$ cat src/rtl/ctrl_pkg.sv
// Shared control definitions for the five-stage pipeline control unit:
// opcodes, ALUOp encodings and the decoded control bundle.
package ctrl_pkg;

    localparam logic [6:0] OP_R   = 7'b0110011;
    localparam logic [6:0] OP_I   = 7'b0010011;
    localparam logic [6:0] OP_LW  = 7'b0000011;
    localparam logic [6:0] OP_SW  = 7'b0100011;
    localparam logic [6:0] OP_BEQ = 7'b1100011;

    localparam logic [1:0] ALUOP_ADD   = 2'b00;
    localparam logic [1:0] ALUOP_SUB   = 2'b01;
    localparam logic [1:0] ALUOP_FUNCT = 2'b10;

    typedef struct packed {
        logic [1:0] alu_op;
        logic       alu_src;
        logic       reg_write;
        logic       mem_to_reg;
        logic       mem_read;
        logic       mem_write;
        logic       branch;
        logic       illegal;
    } ctrl_t;

    function automatic ctrl_t ctrl_bubble();
        ctrl_t c;
        c = '0;
        return c;
    endfunction

endpackage

$ cat src/rtl/ctrl_decode.sv
// Combinational opcode -> control bundle table, plus whether the op reads rs2.
// Unknown opcodes decode to an all-zero bundle with illegal set.
module ctrl_decode
    import ctrl_pkg::*;
(
    input  logic [6:0] i_op,
    output ctrl_t      o_ctrl,
    output logic       o_uses_rs2
);

    always_comb begin
        o_ctrl     = ctrl_bubble();
        o_uses_rs2 = 1'b0;
        case (i_op)
            OP_R: begin
                o_ctrl.alu_op    = ALUOP_ADD;
                o_ctrl.reg_write = 1'b1;
                o_uses_rs2       = 1'b1;
            end
            OP_I: begin
                o_ctrl.alu_op    = ALUOP_FUNCT;
                o_ctrl.alu_src   = 1'b1;
                o_ctrl.reg_write = 1'b1;
            end
            OP_LW: begin
                o_ctrl.alu_op     = ALUOP_FUNCT;
                o_ctrl.alu_src    = 1'b1;
                o_ctrl.reg_write  = 1'b1;
                o_ctrl.mem_to_reg = 1'b1;
                o_ctrl.mem_read   = 1'b1;
            end
            OP_SW: begin
                o_ctrl.alu_op    = ALUOP_FUNCT;
                o_ctrl.alu_src   = 1'b1;
                o_ctrl.mem_write = 1'b1;
                o_uses_rs2       = 1'b1;
            end
            OP_BEQ: begin
                o_ctrl.alu_op = ALUOP_SUB;
                o_ctrl.branch = 1'b1;
                o_uses_rs2    = 1'b1;
            end
            default: o_ctrl.illegal = 1'b1;
        endcase
    end

endmodule

$ cat src/rtl/ctrl_pipe.sv
// Pipelined control unit: decodes ID and carries control through ID/EX, EX/MEM, MEM/WB.
// Load-use hazard detection is built only when CTRL_LOAD_USE_EN is defined.
module ctrl_pipe
    import ctrl_pkg::*;
#(
    parameter int REG_AW    = 5,
    parameter int ALUOP_W   = 2,
    parameter int ILL_CNT_W = 8
) (
    input  logic                 clk_i,
    input  logic                 rst_i,
    input  logic                 valid_i,
    input  logic [6:0]           op_i,
    input  logic [REG_AW-1:0]    rs1_i,
    input  logic [REG_AW-1:0]    rs2_i,
    input  logic [REG_AW-1:0]    rd_i,
    input  logic                 eq_i,
    input  logic                 hold_i,
    output logic                 stall_o,
    output logic                 flush_o,
    output logic [ALUOP_W-1:0]   ex_alu_op_o,
    output logic                 ex_alu_src_o,
    output logic                 ex_mem_read_o,
    output logic [REG_AW-1:0]    ex_rd_o,
    output logic                 mem_mem_read_o,
    output logic                 mem_mem_write_o,
    output logic                 mem_reg_write_o,
    output logic [REG_AW-1:0]    mem_rd_o,
    output logic                 wb_reg_write_o,
    output logic                 wb_mem_to_reg_o,
    output logic [REG_AW-1:0]    wb_rd_o,
    output logic                 illegal_o,
    output logic [ILL_CNT_W-1:0] ill_cnt_o
);

    ctrl_t w_dec;
    logic  w_uses_rs2;
    logic  w_hz;
    logic  w_bubble;
    logic  w_ill_inc;

    // ID/EX
    logic [ALUOP_W-1:0]   r_ex_alu_op;
    logic                 r_ex_alu_src;
    logic                 r_ex_reg_write;
    logic                 r_ex_mem_to_reg;
    logic                 r_ex_mem_read;
    logic                 r_ex_mem_write;
    logic [REG_AW-1:0]    r_ex_rd;
    // EX/MEM
    logic                 r_mem_reg_write;
    logic                 r_mem_mem_to_reg;
    logic                 r_mem_mem_read;
    logic                 r_mem_mem_write;
    logic [REG_AW-1:0]    r_mem_rd;
    // MEM/WB
    logic                 r_wb_reg_write;
    logic                 r_wb_mem_to_reg;
    logic [REG_AW-1:0]    r_wb_rd;

    logic [ILL_CNT_W-1:0] r_ill_cnt;

    ctrl_decode u_decode (
        .i_op       (op_i),
        .o_ctrl     (w_dec),
        .o_uses_rs2 (w_uses_rs2)
    );

`ifdef CTRL_LOAD_USE_EN
    assign w_hz = valid_i & r_ex_mem_read & (r_ex_rd != '0) &
                  ((r_ex_rd == rs1_i) | ((r_ex_rd == rs2_i) & w_uses_rs2));
`else
    // Without interlocks the compiler schedules NOPs; source fields go unread.
    logic w_unused_hz_src;
    assign w_unused_hz_src = ^{rs1_i, rs2_i, w_uses_rs2};
    assign w_hz            = 1'b0;
`endif

    assign stall_o   = w_hz & ~hold_i;
    assign flush_o   = valid_i & w_dec.branch & eq_i & ~w_hz & ~hold_i;
    assign illegal_o = w_dec.illegal;
    assign w_bubble  = w_hz | ~valid_i | w_dec.illegal;
    assign w_ill_inc = valid_i & w_dec.illegal & ~hold_i & ~w_hz;

    always_ff @(posedge clk_i) begin
        if (rst_i) begin
            r_ex_alu_op      <= '0;
            r_ex_alu_src     <= 1'b0;
            r_ex_reg_write   <= 1'b0;
            r_ex_mem_to_reg  <= 1'b0;
            r_ex_mem_read    <= 1'b0;
            r_ex_mem_write   <= 1'b0;
            r_ex_rd          <= '0;
            r_mem_reg_write  <= 1'b0;
            r_mem_mem_to_reg <= 1'b0;
            r_mem_mem_read   <= 1'b0;
            r_mem_mem_write  <= 1'b0;
            r_mem_rd         <= '0;
            r_wb_reg_write   <= 1'b0;
            r_wb_mem_to_reg  <= 1'b0;
            r_wb_rd          <= '0;
            r_ill_cnt        <= '0;
        end else if (!hold_i) begin
            r_ex_alu_op      <= w_bubble ? '0 : ALUOP_W'(w_dec.alu_op);
            r_ex_alu_src     <= ~w_bubble & w_dec.alu_src;
            r_ex_reg_write   <= ~w_bubble & w_dec.reg_write;
            r_ex_mem_to_reg  <= ~w_bubble & w_dec.mem_to_reg;
            r_ex_mem_read    <= ~w_bubble & w_dec.mem_read;
            r_ex_mem_write   <= ~w_bubble & w_dec.mem_write;
            r_ex_rd          <= w_bubble ? '0 : rd_i;
            r_mem_reg_write  <= r_ex_reg_write;
            r_mem_mem_to_reg <= r_ex_mem_to_reg;
            r_mem_mem_read   <= r_ex_mem_read;
            r_mem_mem_write  <= r_ex_mem_write;
            r_mem_rd         <= r_ex_rd;
            r_wb_reg_write   <= r_mem_reg_write;
            r_wb_mem_to_reg  <= r_mem_mem_to_reg;
            r_wb_rd          <= r_mem_rd;
            if (w_ill_inc && (r_ill_cnt != '1))
                r_ill_cnt <= r_ill_cnt + ILL_CNT_W'(1);
        end
    end

    assign ex_alu_op_o     = r_ex_alu_op;
    assign ex_alu_src_o    = r_ex_alu_src;
    assign ex_mem_read_o   = r_ex_mem_read;
    assign ex_rd_o         = r_ex_rd;
    assign mem_mem_read_o  = r_mem_mem_read;
    assign mem_mem_write_o = r_mem_mem_write;
    assign mem_reg_write_o = r_mem_reg_write;
    assign mem_rd_o        = r_mem_rd;
    assign wb_reg_write_o  = r_wb_reg_write;
    assign wb_mem_to_reg_o = r_wb_mem_to_reg;
    assign wb_rd_o         = r_wb_rd;
    assign ill_cnt_o       = r_ill_cnt;

endmodule

$ cat config.mk
export PLATFORM = sky130hd
export DESIGN_NAME = ctrl_pipe
export DESIGN_NICKNAME = d
export VERILOG_FILES = /design/src/rtl/ctrl_pkg.sv /design/src/rtl/ctrl_decode.sv /design/src/rtl/ctrl_pipe.sv
export SDC_FILE = /design/constraint.sdc
export NUM_CORES = 1
export LEC_CHECK = 0
export BUFFER_PORTS_ARGS = -buffer_cell sky130_fd_sc_hd__buf_2
export CAP_MARGIN = 25
export CORE_ASPECT_RATIO = 0.9
export CORE_MARGIN = 2
export CORE_UTILIZATION = 42
export CTS_CLUSTER_DIAMETER = 30
export DETAILED_ROUTE_END_ITERATION = 10
export PLACE_DENSITY = 0.74
export SLEW_MARGIN = 15
export SYNTH_ARGS = -nofsm -noshare
export SYNTH_HDL_FRONTEND = slang
export SYNTH_HIERARCHICAL = 1
export SYNTH_SLANG_ARGS = --single-unit
$ cat constraint.sdc
create_clock -name clk_i -period 2.1 [get_ports clk_i]
set_clock_uncertainty 0.05 [all_clocks]
set_input_delay 0.42 -clock clk_i [delete_from_list [all_inputs] [get_ports clk_i]]
set_output_delay 0.42 -clock clk_i [all_outputs]
set_load 0.02 [all_outputs]
==> Word level (Yosys, flattened, before mapping) <==
Index checks and enable logic that the tools add are counted.
W data, S select, Z words.
{ "totals": {"register_bits": 36, "latch_bits": 0, "ram_bits": 0, "romBits": 0, "inputBits": 27, "n_memories": 0} }
{ "op_classes": {"n_addsub": 1, "mul": 0, "div": 0, "magnitude_cmp": 0, "n_eq_ne": 6, "shifts": 0, "mux": 9, "bitwise_logic": 14, "reduce_logical": 5} }
{ "ops": {"columns": ["cell", "count"], "rows": [
  ["$eq A7 B6 Y1 const B", 2],
  ["$and A1 B1 Y1", 10],
  ["$add A8 B1 Y8 const B", 1],
  ["$ne A8 B8 Y1 const B", 1],
  ["$eq A7 B2 Y1 const B", 1],
  ["$eq A7 B5 Y1 const B", 1],
  ["$eq A7 B7 Y1 const B", 1],
  ["$reduce_or A3 Y1", 2],
  ["$mux W1", 5],
  ["$mux W5", 1],
  ["$reduce_or A5 Y1", 1],
  ["$mux W2", 2],
  ["$pmux W2 S2", 1],
  ["$not A1 Y1", 3],
  ["$reduce_and A2 Y1", 1],
  ["$logic_and A1 B1 Y1", 1],
  ["$or A1 B1 Y1", 1]
]} }

==> Longest topological paths before layout <==
{ "depth": {"depth_word": 7, "ltp_mapped": 6} }

==> Hierarchy <==
Netlist, hierarchy kept.
{ "modules_own_cells": {"columns": ["module", "instances", "cells_per_inst", "area_per_inst_um2"], "rows": [
  ["ctrl_pipe", 1, 139, 1387.6],
  ["ctrl_decode", 1, 15, 118.9]
]} }

==> Worst setup path after synthesis <==
OpenSTA, ideal clock, no wires.
{ "synth_timing": {"path_kind": "input port to flip-flop", "startpoint": "input op_i[5]", "endpoint": "register r_ill_cnt[7] (netlist: ill_cnt_o[7])", "setup_ps": 70, "arrival_ps": 2281, "required_time_ps": 1980, "path_slack_ps": -302, "path_stages": 6, "n_path_buf": 0, "path_cell_list": "nor2b_1 -> o21ai_0 -> nand3b_4 -> o21bai_4 -> or4_1 -> a21oi_1"} }
{ "synth_via": {"elab_chain_cells": 7} }
{ "synth_rtl": {"columns": ["element", "line", "text"], "rows": [
  ["start: declaration", "ctrl_pipe.sv:13", "input logic [6:0] op_i,"],
  ["$eq A7 B6 Y1 (tied with other cells)", "ctrl_decode.sv:14", "case (i_op)"],
  ["$reduce_or A5 Y1 (no source line) (*)", null, null],
  ["$mux W1 (*)", "ctrl_decode.sv:14", null],
  ["via illegal_o", "ctrl_pipe.sv:32", "output logic illegal_o,"],
  ["$and A1 B1 Y1 (*) (2 in series)", "ctrl_pipe.sv:83", "assign w_ill_inc = valid_i & w_dec.illegal & ~hold_i & ~w_hz;"],
  ["$logic_and A1 B1 Y1 (*)", "ctrl_pipe.sv:119", "if (w_ill_inc && (r_ill_cnt != '1))"],
  ["$reduce_and A2 Y1 (no source line) (*)", null, null],
  ["end signal: assignment", "ctrl_pipe.sv:120", "r_ill_cnt <= r_ill_cnt + ILL_CNT_W'(1);"],
  ["end: declaration", "ctrl_pipe.sv:61", "logic [ILL_CNT_W-1:0] r_ill_cnt;"]
]} }
The timed path passes the listed nets; every way through them passes the cells marked *.
A chain may end at the register's enable or synchronous reset.

==> summary.txt <==
STA
  • RSZ-0062 raised after global routing: false
  • Endpoints failing setup: 0
  • Setup TNS: 0 ns
  • FMAX: 544 MHz
  • Fin crit period: between 1.5 and 2 ns
  • Relative slew margins: 0.566
  • Hold Vio Cnt, Final: 0
  • Worst slew pin tran: ~0.65 ns
  • Final Slew Violations: 0
  • Hold_ws: roughly 0.32 ns
  • Fin crit share: 0.875

Setup path
  • Worst reg-to-reg path cell count: 5
  • Critical Path, Cell by Cell: buf_2 -> nor2b_1 -> buf_4 -> and3_1 -> and3_1 -> buf_2
  • Critical Path RT: around 1.6 ns
  • Critical path arrival: around 1.4 ns
  • CP top delay family: simple AND/OR/NAND/NOR gates
  • WP depth: 6
  • Critical-path maximum fanout: 4
  • Startpoint Class: primary input
  • CP peak stage delay: 0.21 ns
  • Crit path capture type: output port
  • Buf+Inv Stages, Crit Path: 3
  • CP max-delay cell: nor2b_1
  • Crit Path Class: primary input to output port

Layout
  • Area Growth Syn to Fin: 26.1%
  • Reg area: 721 um^2
  • Area of the multi-input gates: 716 um^2
  • Most common cell after layout, fill and taps aside: buf_2
  • Final Instance Count excl. Fillers: ~250
  • Antenna diodes: 0
  • Filler cells: ~330
  • Commonest non-fill, non-tap cells in the layout: buf_2 (50), dfxtp_1 (36), nor2_1 (32)
  • Share of cells above drive strength 1: 0.330
  • Net count reported at finish: 230
  • Fin area: around 1900 um^2
  • Number of flip-flops in the largest register: 8

Clock tree
  • Worst-path clk slew: around 0.070 ns
  • Post_cts resized: 0
  • Worst-skew pair later-pin latency: around 0.28 ns
  • # H-tree levels: 2
  • Root Driver: clkbuf_8
  • Clk buf depth: 2
  • CTS tree: yes
  • CTS Buf Count: 5
  • # Post-CTS Setup Buffers: 0
  • CTS Sinks: 36
  • Cts hold-fix bufs: 0

Yosys
  • Mapped Area: roughly 1500 um^2
  • Syn Nets: 180
  • Syn Inst Count: between 150 and 200
  • Avg Cell Area, Syn: just under 10 um^2
  • YS warnings: 6

Floorplan
  • Initial Util: 0.440
  • Die H: around 61 um
  • I/O Pins: 62
  • Row cnt: 20
  • Die area: about 4100 um^2
  • Core area: 3400 um^2
  • Die Wd: 66.9 um

Min path
  • Hold Crit Depth: 3
  • Hold crit path type: primary input to register

Power and ir drop
  • Worst vdd ir: a little over 0.0004 V
  • Power density cells: just over 700 nW/um^2
  • P_leak: slightly below 0.9 nW

Drt
  • Wirelength per Cell: between 10 and 15 um
  • Detailed-route via count: about 1300
  • Drc violations: 0
  • Via/cell ratio: around 5.1
  • DR pass1 iterations: 4
  • Drt total wl: 3050 um
  • Initial detailed-routing violation count: 54
  • DRT antenna net count: 0

Global routing
  • Pin count of the biggest net entering global routing: 38
  • Initial antenna violation count: 0
  • First-pass GRT wire length: a little under 5000 um
  • GRT overflow: 0
  • Overall Global Routing Usage: 0.161
  • Vias in the first global route: 1062

Placed design
  • Port bufs: 50
  • Inst Count DP: 239
  • Global placer's final weighted congestion: about 0.73
  • Placed instance area: roughly 1800 um^2
  • DPL Wire Length: 2060 um

Outcome
  • Status: finished, final reports clean

Run
  • Maxcap violations: 0
per-stage QoR:
step / worst slack (ns) / util / total power [mW]
final: 0.262 / 0.554 / 1.36
after global routing: 0.216 / 0.554 / 1.41
after CTS: 0.265 / 0.554 / 1.38
after detailed placement: 0.143 / 0.523 / 0.790
after global placement: 0.163 / 0.523 / 0.789
after floorplan: 0.162 / - / 0.759
where the power goes:
group          switching (mW)  internal (mW)
Clock                   0.238          0.352
Sequential            0.00379          0.685
Combinational          0.0490         0.0349
Total                   0.291           1.07
worst reg2reg max path: stages (launching register included):
cell and delay (ns):
dfxtp_1 0.41, ha_1 0.26, nand4_2 0.20, a2111oi_2 0.43, xnor2_1 0.16, nor2_1 0.05
final timing paths:
kind / start / to / slack [ns]
max: op_i[5] / flush_o / 0.26
min: rd_i[2] / ex_rd_o[2] / 0.32
max reg2reg: ill_cnt_o[1] / ill_cnt_o[6] / 0.42
min reg2reg: wb_rd_o[1] / wb_rd_o[1] / 0.44
layout make-up:
class	instances	area share
sequential	36	0.382
multi-input combinational	103	0.379
inverter	2	0.00398
clock inverter	2	0.0186
clock buffer	6	0.0385
timing repair buffer	54	0.149
tap	44	0.0292
layer usage:
metal,vias to the layer above,track usage,part of all wire
met2,35,0.266,0.47
met4,0,0.0787,0.015
met1,589,0.196,0.46
li1,629,-,-
met5,-,0,0
met3,7,0.0445,0.054
Note: power is estimated with default switching activity, not from simulation.
